--- config.mk ---
export PLATFORM = sky130hd
export DESIGN_NAME = vga_tile_writer_flat
export DESIGN_NICKNAME = d
export VERILOG_FILES = /design/src/rtl/vga_tile_writer_if.sv /design/src/rtl/vga_tile_writer.sv /design/src/flat_wrapper.sv
export SDC_FILE = /design/constraint.sdc
export NUM_CORES = 1
export LEC_CHECK = 0
export CELL_PAD_IN_SITES_DETAIL_PLACEMENT = 0
export CELL_PAD_IN_SITES_GLOBAL_PLACEMENT = 2
export CORE_ASPECT_RATIO = 0.75
export CORE_MARGIN = 8
export CORE_UTILIZATION = 41
export DETAILED_ROUTE_END_ITERATION = 7
export GPL_TIMING_DRIVEN = 0
export PLACE_DENSITY = 0.84
export SLEW_MARGIN = 20
export SYNTH_ARGS = -nofsm -noshare
export SYNTH_HDL_FRONTEND = slang
export SYNTH_SLANG_ARGS = --single-unit
--- constraint.sdc ---
create_clock -name clk -period 3.1 [get_ports clk]
set_clock_uncertainty 0.1 [all_clocks]
set_input_delay 0.775 -clock clk [delete_from_list [all_inputs] [get_ports clk]]
set_output_delay 0.775 -clock clk [all_outputs]
set_load 0.005 [all_outputs]
--- src/rtl/vga_tile_writer_if.sv ---
// Tile update / clear / BMEM write bundle between game logic and vga_tile_writer.
// master = game-side driver (and scan-out vblank source), slave = the writer.
interface vga_tile_writer_if #(
   parameter int DATA_W = 8
);
   logic              req_valid;
   logic              req_ready;
   logic [4:0]        req_x;
   logic [4:0]        req_y;
   logic [DATA_W-1:0] req_data;
   logic              clear_req;
   logic [DATA_W-1:0] clear_data;
   logic              clear_busy;
   logic              vblank;
   logic              we;
   logic [9:0]        waddr;
   logic [DATA_W-1:0] wdata;
   logic              req_err;

   modport master (
      output req_valid, req_x, req_y, req_data, clear_req, clear_data, vblank,
      input  req_ready, clear_busy, we, waddr, wdata, req_err
   );

   modport slave (
      input  req_valid, req_x, req_y, req_data, clear_req, clear_data, vblank,
      output req_ready, clear_busy, we, waddr, wdata, req_err
   );
endinterface

--- src/rtl/vga_tile_writer.sv ---
// Write side of the 32x24 tile BMEM: request FIFO, single writer FSM, full-screen clear.
// Define VGA_WRITER_VBLANK_EN to restrict all BMEM writes to vblank.
module vga_tile_writer #(
   parameter int XTILES     = 32,
   parameter int YTILES     = 24,
   parameter int DATA_W     = 8,
   parameter int FIFO_DEPTH = 4
) (
   input logic              clk,
   input logic              reset,
   vga_tile_writer_if.slave bus
);

   localparam int          AW    = $clog2(FIFO_DEPTH);
   localparam int          EW    = 10 + DATA_W;
   localparam logic [4:0]  XLAST = 5'(XTILES - 1);
   localparam logic [4:0]  YLAST = 5'(YTILES - 1);
   localparam logic [4:0]  YLIM  = 5'(YTILES);

   typedef enum logic [1:0] {IDLE, WRITE, CLEAR} state_t;

   state_t            state;
   logic [EW-1:0]     mem [FIFO_DEPTH];
   logic [AW-1:0]     wr_ptr;
   logic [AW-1:0]     rd_ptr;
   logic [AW:0]       count;
   logic              full;
   logic              empty;
   logic              push;
   logic              pop;
   logic              write_ok;
   logic [4:0]        pop_x;
   logic [4:0]        pop_y;
   logic [DATA_W-1:0] pop_data;
   logic [4:0]        cx;
   logic [4:0]        cy;
   logic [DATA_W-1:0] cdata;
   logic              clear_pend;

`ifdef VGA_WRITER_VBLANK_EN
   assign write_ok = bus.vblank;
`else
   logic unused_vblank;
   assign unused_vblank = bus.vblank;
   assign write_ok      = 1'b1;
`endif

   assign full          = (count == (AW+1)'(FIFO_DEPTH));
   assign empty         = (count == '0);
   assign bus.req_ready = ~full;
   assign push          = bus.req_valid & ~full;
   assign {pop_y, pop_x, pop_data} = mem[rd_ptr];

   // A new or deferred clear always wins over draining the FIFO.
   assign pop = (state != CLEAR) & ~bus.clear_req & ~clear_pend & ~empty & write_ok;

   always_ff @(posedge clk) begin
      if (push) mem[wr_ptr] <= {bus.req_y, bus.req_x, bus.req_data};
   end

   always_ff @(posedge clk or posedge reset) begin
      if (reset) begin
         wr_ptr <= '0;
         rd_ptr <= '0;
         count  <= '0;
      end else begin
         if (push) wr_ptr <= wr_ptr + 1'b1;
         if (pop)  rd_ptr <= rd_ptr + 1'b1;
         case ({push, pop})
            2'b10:   count <= count + 1'b1;
            2'b01:   count <= count - 1'b1;
            default: count <= count;
         endcase
      end
   end

   always_ff @(posedge clk or posedge reset) begin
      if (reset) begin
         state          <= IDLE;
         bus.we         <= 1'b0;
         bus.waddr      <= '0;
         bus.wdata      <= '0;
         bus.clear_busy <= 1'b0;
         bus.req_err    <= 1'b0;
         cx             <= '0;
         cy             <= '0;
         cdata          <= '0;
         clear_pend     <= 1'b0;
      end else begin
         bus.we      <= 1'b0;
         bus.req_err <= 1'b0;
         case (state)
            IDLE: begin
               bus.clear_busy <= 1'b0;
               if (bus.clear_req | clear_pend) begin
                  state          <= CLEAR;
                  bus.clear_busy <= 1'b1;
                  clear_pend     <= 1'b0;
                  cx             <= '0;
                  cy             <= '0;
                  if (bus.clear_req) cdata <= bus.clear_data;
               end
            end
            WRITE: begin
               if (bus.clear_req) begin
                  clear_pend <= 1'b1;
                  cdata      <= bus.clear_data;
               end
               if (!pop) state <= IDLE;
            end
            CLEAR: begin
               // clear_busy stays high through the last write and drops in IDLE.
               if (write_ok) begin
                  bus.we    <= 1'b1;
                  bus.waddr <= {cy, cx};
                  bus.wdata <= cdata;
                  if (cx == XLAST) begin
                     cx <= '0;
                     if (cy == YLAST) state <= IDLE;
                     else             cy <= cy + 1'b1;
                  end else begin
                     cx <= cx + 1'b1;
                  end
               end
            end
            default: state <= IDLE;
         endcase

         if (pop) begin
            state <= WRITE;
            if (pop_y >= YLIM) begin
               bus.req_err <= 1'b1;
            end else begin
               bus.we    <= 1'b1;
               bus.waddr <= {pop_y, pop_x};
               bus.wdata <= pop_data;
            end
         end
      end
   end

endmodule

--- src/flat_wrapper.sv ---
// flat-port wrapper written by rule: the top's interface ports become plain ports
module vga_tile_writer_flat 
#(
   parameter int XTILES     = 32,
   parameter int YTILES     = 24,
   parameter int DATA_W     = 8,
   parameter int FIFO_DEPTH = 4
)
  (clk, reset, bus_req_valid, bus_req_x, bus_req_y, bus_req_data, bus_clear_req, bus_clear_data, bus_vblank, bus_req_ready, bus_clear_busy, bus_we, bus_waddr, bus_wdata, bus_req_err);
  vga_tile_writer_if #(.DATA_W(DATA_W)) bus_i ();
  input logic clk;
  input logic reset;
  input wire logic [$bits(bus_i.req_valid)-1:0] bus_req_valid;
  input wire logic [$bits(bus_i.req_x)-1:0] bus_req_x;
  input wire logic [$bits(bus_i.req_y)-1:0] bus_req_y;
  input wire logic [$bits(bus_i.req_data)-1:0] bus_req_data;
  input wire logic [$bits(bus_i.clear_req)-1:0] bus_clear_req;
  input wire logic [$bits(bus_i.clear_data)-1:0] bus_clear_data;
  input wire logic [$bits(bus_i.vblank)-1:0] bus_vblank;
  output wire logic [$bits(bus_i.req_ready)-1:0] bus_req_ready;
  output wire logic [$bits(bus_i.clear_busy)-1:0] bus_clear_busy;
  output wire logic [$bits(bus_i.we)-1:0] bus_we;
  output wire logic [$bits(bus_i.waddr)-1:0] bus_waddr;
  output wire logic [$bits(bus_i.wdata)-1:0] bus_wdata;
  output wire logic [$bits(bus_i.req_err)-1:0] bus_req_err;
  assign bus_i.req_valid = bus_req_valid;
  assign bus_i.req_x = bus_req_x;
  assign bus_i.req_y = bus_req_y;
  assign bus_i.req_data = bus_req_data;
  assign bus_i.clear_req = bus_clear_req;
  assign bus_i.clear_data = bus_clear_data;
  assign bus_i.vblank = bus_vblank;
  assign bus_req_ready = bus_i.req_ready;
  assign bus_clear_busy = bus_i.clear_busy;
  assign bus_we = bus_i.we;
  assign bus_waddr = bus_i.waddr;
  assign bus_wdata = bus_i.wdata;
  assign bus_req_err = bus_i.req_err;
  vga_tile_writer #(.XTILES(XTILES), .YTILES(YTILES), .DATA_W(DATA_W), .FIFO_DEPTH(FIFO_DEPTH)) u_core (.clk(clk), .reset(reset), .bus(bus_i));
endmodule
==> impl_metrics.json <==
{
  "vdd_drop_max_mv": 0.454,
  "die_area_mm2": 0.0160,
  "die_y_um": 111,
  "io_buffers": 51,
  "core_area_mm2": 0.0121,
  "grt_pass1_vias": 2885,
  "ys_async_sr_fraction": 0.405,
  "yosysTopAreaCell": "edfxtp_1",
  "rr_endpoint": "u_core.count[2]",
  "max_slew_margin": 0.342,
  "hp-class": "reg2reg",
  "io_pins": 53,
  "slew_violations": 0,
  "drc": 0,
  "rsz0062_at_grt": "no",
  "power_density_mw_per_mm2": 1010,
  "synth_ff_type": "edfxtp_1",
  "grt_usage": 0.136,
  "cts.path.max_buffers": 2,
  "postSynthAreaPerCell_um2": 16.3,
  "postCtsSetupBuffers": 0,
  "worst_slew_pin_slew_ns": 0.988,
  "hold_depth": 1,
  "setup_viol": 0,
  "antenna_found_initial": 0,
  "netlist_instances": 305,
  "drt_iter0_drc": 203,
  "fin_crit_ns": 2.95,
  "grt_max_degree": 28,
  "final_common_cell": "edfxtp_1",
  "cts.reportedPaths.clkPinSlew_ns": 0.05,
  "grt_pass1_wl_um": 16100,
  "syn_area_mm2": 0.00498,
  "clk_latency_ns": 0.41,
  "maxCapViolations": 0,
  "synth_top_area_frac": 0.434,
  "fin_crit_sh": 0.952,
  "place_area_mm2": 0.00572,
  "worst-endpoint-arrival_ns": 3.19,
  "place_worst_setup_slack_ns": -0.329,
  "vias_per_cell": 4.99,
  "r2r_start": "u_core.state[1]",
  "ant_nets": 0,
  "crit_top_cell": "xor2_1",
  "synth_seq_cells": 121,
  "drive_gt1_frac": 0.165,
  "slowest_stage": "or3_1",
  "yosysSeqAreaShare": 0.680,
  "most-common-layout-cells": "edfxtp_1, clkdlybuf4s50_1, dfrtp_1, nand2_1, mux2i_1",
  "endpoint_kind": "flop",
  "critPathBufInv": 3,
  "report.final.hold_viol_count": 0,
  "num-nets-final": 415,
  "max_freq_ghz": 0.339,
  "critPathLaunchType": "input port",
  "setup_ws_ns": 0.148,
  "die-width_um": 143,
  "crit_family": "simple AND/OR/NAND/NOR gates",
  "cts_tree": "built",
  "n_antenna_cell": 0,
  "r2r_cells": 11,
  "routed_wl_um": 10000,
  "fin_area_mm2": 0.00632,
  "cts_resized": 0,
  "rrSetupSlack_ns": 0.45,
  "hold_buffers": 0,
  "status": "finished clean",
  "cts_sinks": 121,
  "overflow": 0,
  "worst_hold_slack_ns": 0.405,
  "num_rows": 35,
  "path_max_fanout": 7,
  "crit_chain": "clkdlybuf4s50_1 > or2_2 > or3_1 > inv_2 > ha_1 > inv_1 > fa_1 > xor2_1 > nor2_1 > xor2_1",
  "hold_start": "u_core.cdata[5]",
  "p_leak_nw": 2.48,
  "first_pass_iters": 4,
  "crit_type": "in2reg",
  "min_to": "u_core.cdata[5]",
  "start_util": 0.412,
  "htreeDepth": 4,
  "ys_types": 37,
  "wl_per_cell_um": 18.1,
  "syn_to_final_growth_pct": 27.0,
  "root_buffer": "clkbuf_16",
  "synth_edf_count": 72,
  "place_congestion": 0.746,
  "dp_hpwl_um": 6840,
  "cts_made_buffers": 17,
  "synthTopCellsByArea": "edfxtp_1, dfrtp_1, mux4_2, mux4_1, mux2i_1",
  "cp_data_required_time_ns": 3.33,
  "via_count": 2763,
  "syn_nets": 345,
  "yosysWarnings": 0,
  "critPathMaxStageDelay_ns": 0.52
}
-- worst register-to-register path, stage by stage (launching register included) --
cell	delay, ns
dfrtp_1	0.35
buf_2	0.17
nor2b_1	0.14
clkbuf_1	0.19
or3_1	0.52
inv_2	0.11
ha_1	0.17
inv_1	0.06
fa_1	0.37
xor2_1	0.15
nor2_1	0.11
xor2_1	0.14
-- power breakdown --
group,switching [W],internal [W],total [W]
Sequential,0.000219,0.00222,0.00244
Clock,0.000723,0.00129,0.00201
Combinational,0.000988,0.000974,0.00196
Total,0.00193,0.00448,0.00641
-- registers in the layout, summed over array words and instances (netlist names) --
signal / count
u_core.bus.waddr: 10
u_core.cdata: 8
u_core.bus.clear_busy: 1
u_core.mem: 72
u_core.rd_ptr: 2
u_core.count: 3
u_core.wr_ptr: 2
u_core.bus.req_err: 1
u_core.state: 2
u_core.bus.we: 1
u_core.bus.wdata: 8
u_core.clear_pend: 1
u_core.cy: 5
u_core.cx: 5
-- cell type report --
| cell class | instances | area (um2) |
|---|---|---|
| multi-input cells | 159 | 1470 |
| inverters | 10 | 37.5 |
| flip-flops and latches | 121 | 3390 |
| well taps | 166 | 208 |
| fillers | 1022 | 5760 |
| plain buffers | 14 | 85.1 |
| clock buffers | 18 | 439 |
| clock inverters | 14 | 169 |
| repair buffers | 52 | 531 |
-- synthesized netlist by cell type (all sizes together) (3+ instances only) --
library cell,instances
nor2,8
buf,9
mux4,18
nor3,5
edfxtp,72
xnor2,7
mux2i,20
nand2,24
a22o,5
ha,8
dfrtp,49
inv,10
mux2,10
or2,3
o21ai,19
nand3,4
nor2b,4
and3,7
clkbuf,6
-- cells by family after synthesis --
family	Yosys count	synth area share
buffers and inverters	25	0.0254
AND/OR/NAND/NOR	63	0.0618
multiplexers	48	0.150
XOR/XNOR	9	0.0158
adder cells (fa/ha/maj)	9	0.0241
flip-flops	121	0.680
AO/OA/AOI/OAI	30	0.0422
-- routing by layer --
layer,vias to the layer above,wire (um),global-route usage
met5,-,0,0
met4,0,143,0.0510
met3,11,467,0.0496
met2,60,4430,0.187
met1,1402,4980,0.191
li1,1290,-,-
-- through the flow --
stage               setup TNS (ns)   util  std cells  total power (W)
floorplan                        0      -        305          0.00371
global placement            -0.412  0.471        522          0.00441
detailed placement          -0.462  0.473        523          0.00447
CTS                              0  0.523        555          0.00649
global route                     0  0.523        554          0.00678
finish                           0  0.523        554          0.00641
-- how the worst max path moves through the flow --
| stage | from | to | slack, ns | cells past startpoint |
|---|---|---|---|---|
| 2_1_floorplan | bus_clear_req | u_core.count[2] | 0.27 | 10 |
| 3_3_place_gp | bus_clear_req | u_core.count[2] | -0.30 | 11 |
| 3_5_place_dp | bus_clear_req | u_core.count[2] | -0.33 | 11 |
| 4_1_cts | bus_clear_req | u_core.count[2] | 0.10 | 11 |
| 5_1_grt | bus_clear_req | u_core.count[2] | 0.04 | 10 |
| 6_report | bus_clear_req | u_core.count[2] | 0.15 | 10 |
Note: power is estimated with default switching activity, not from simulation.
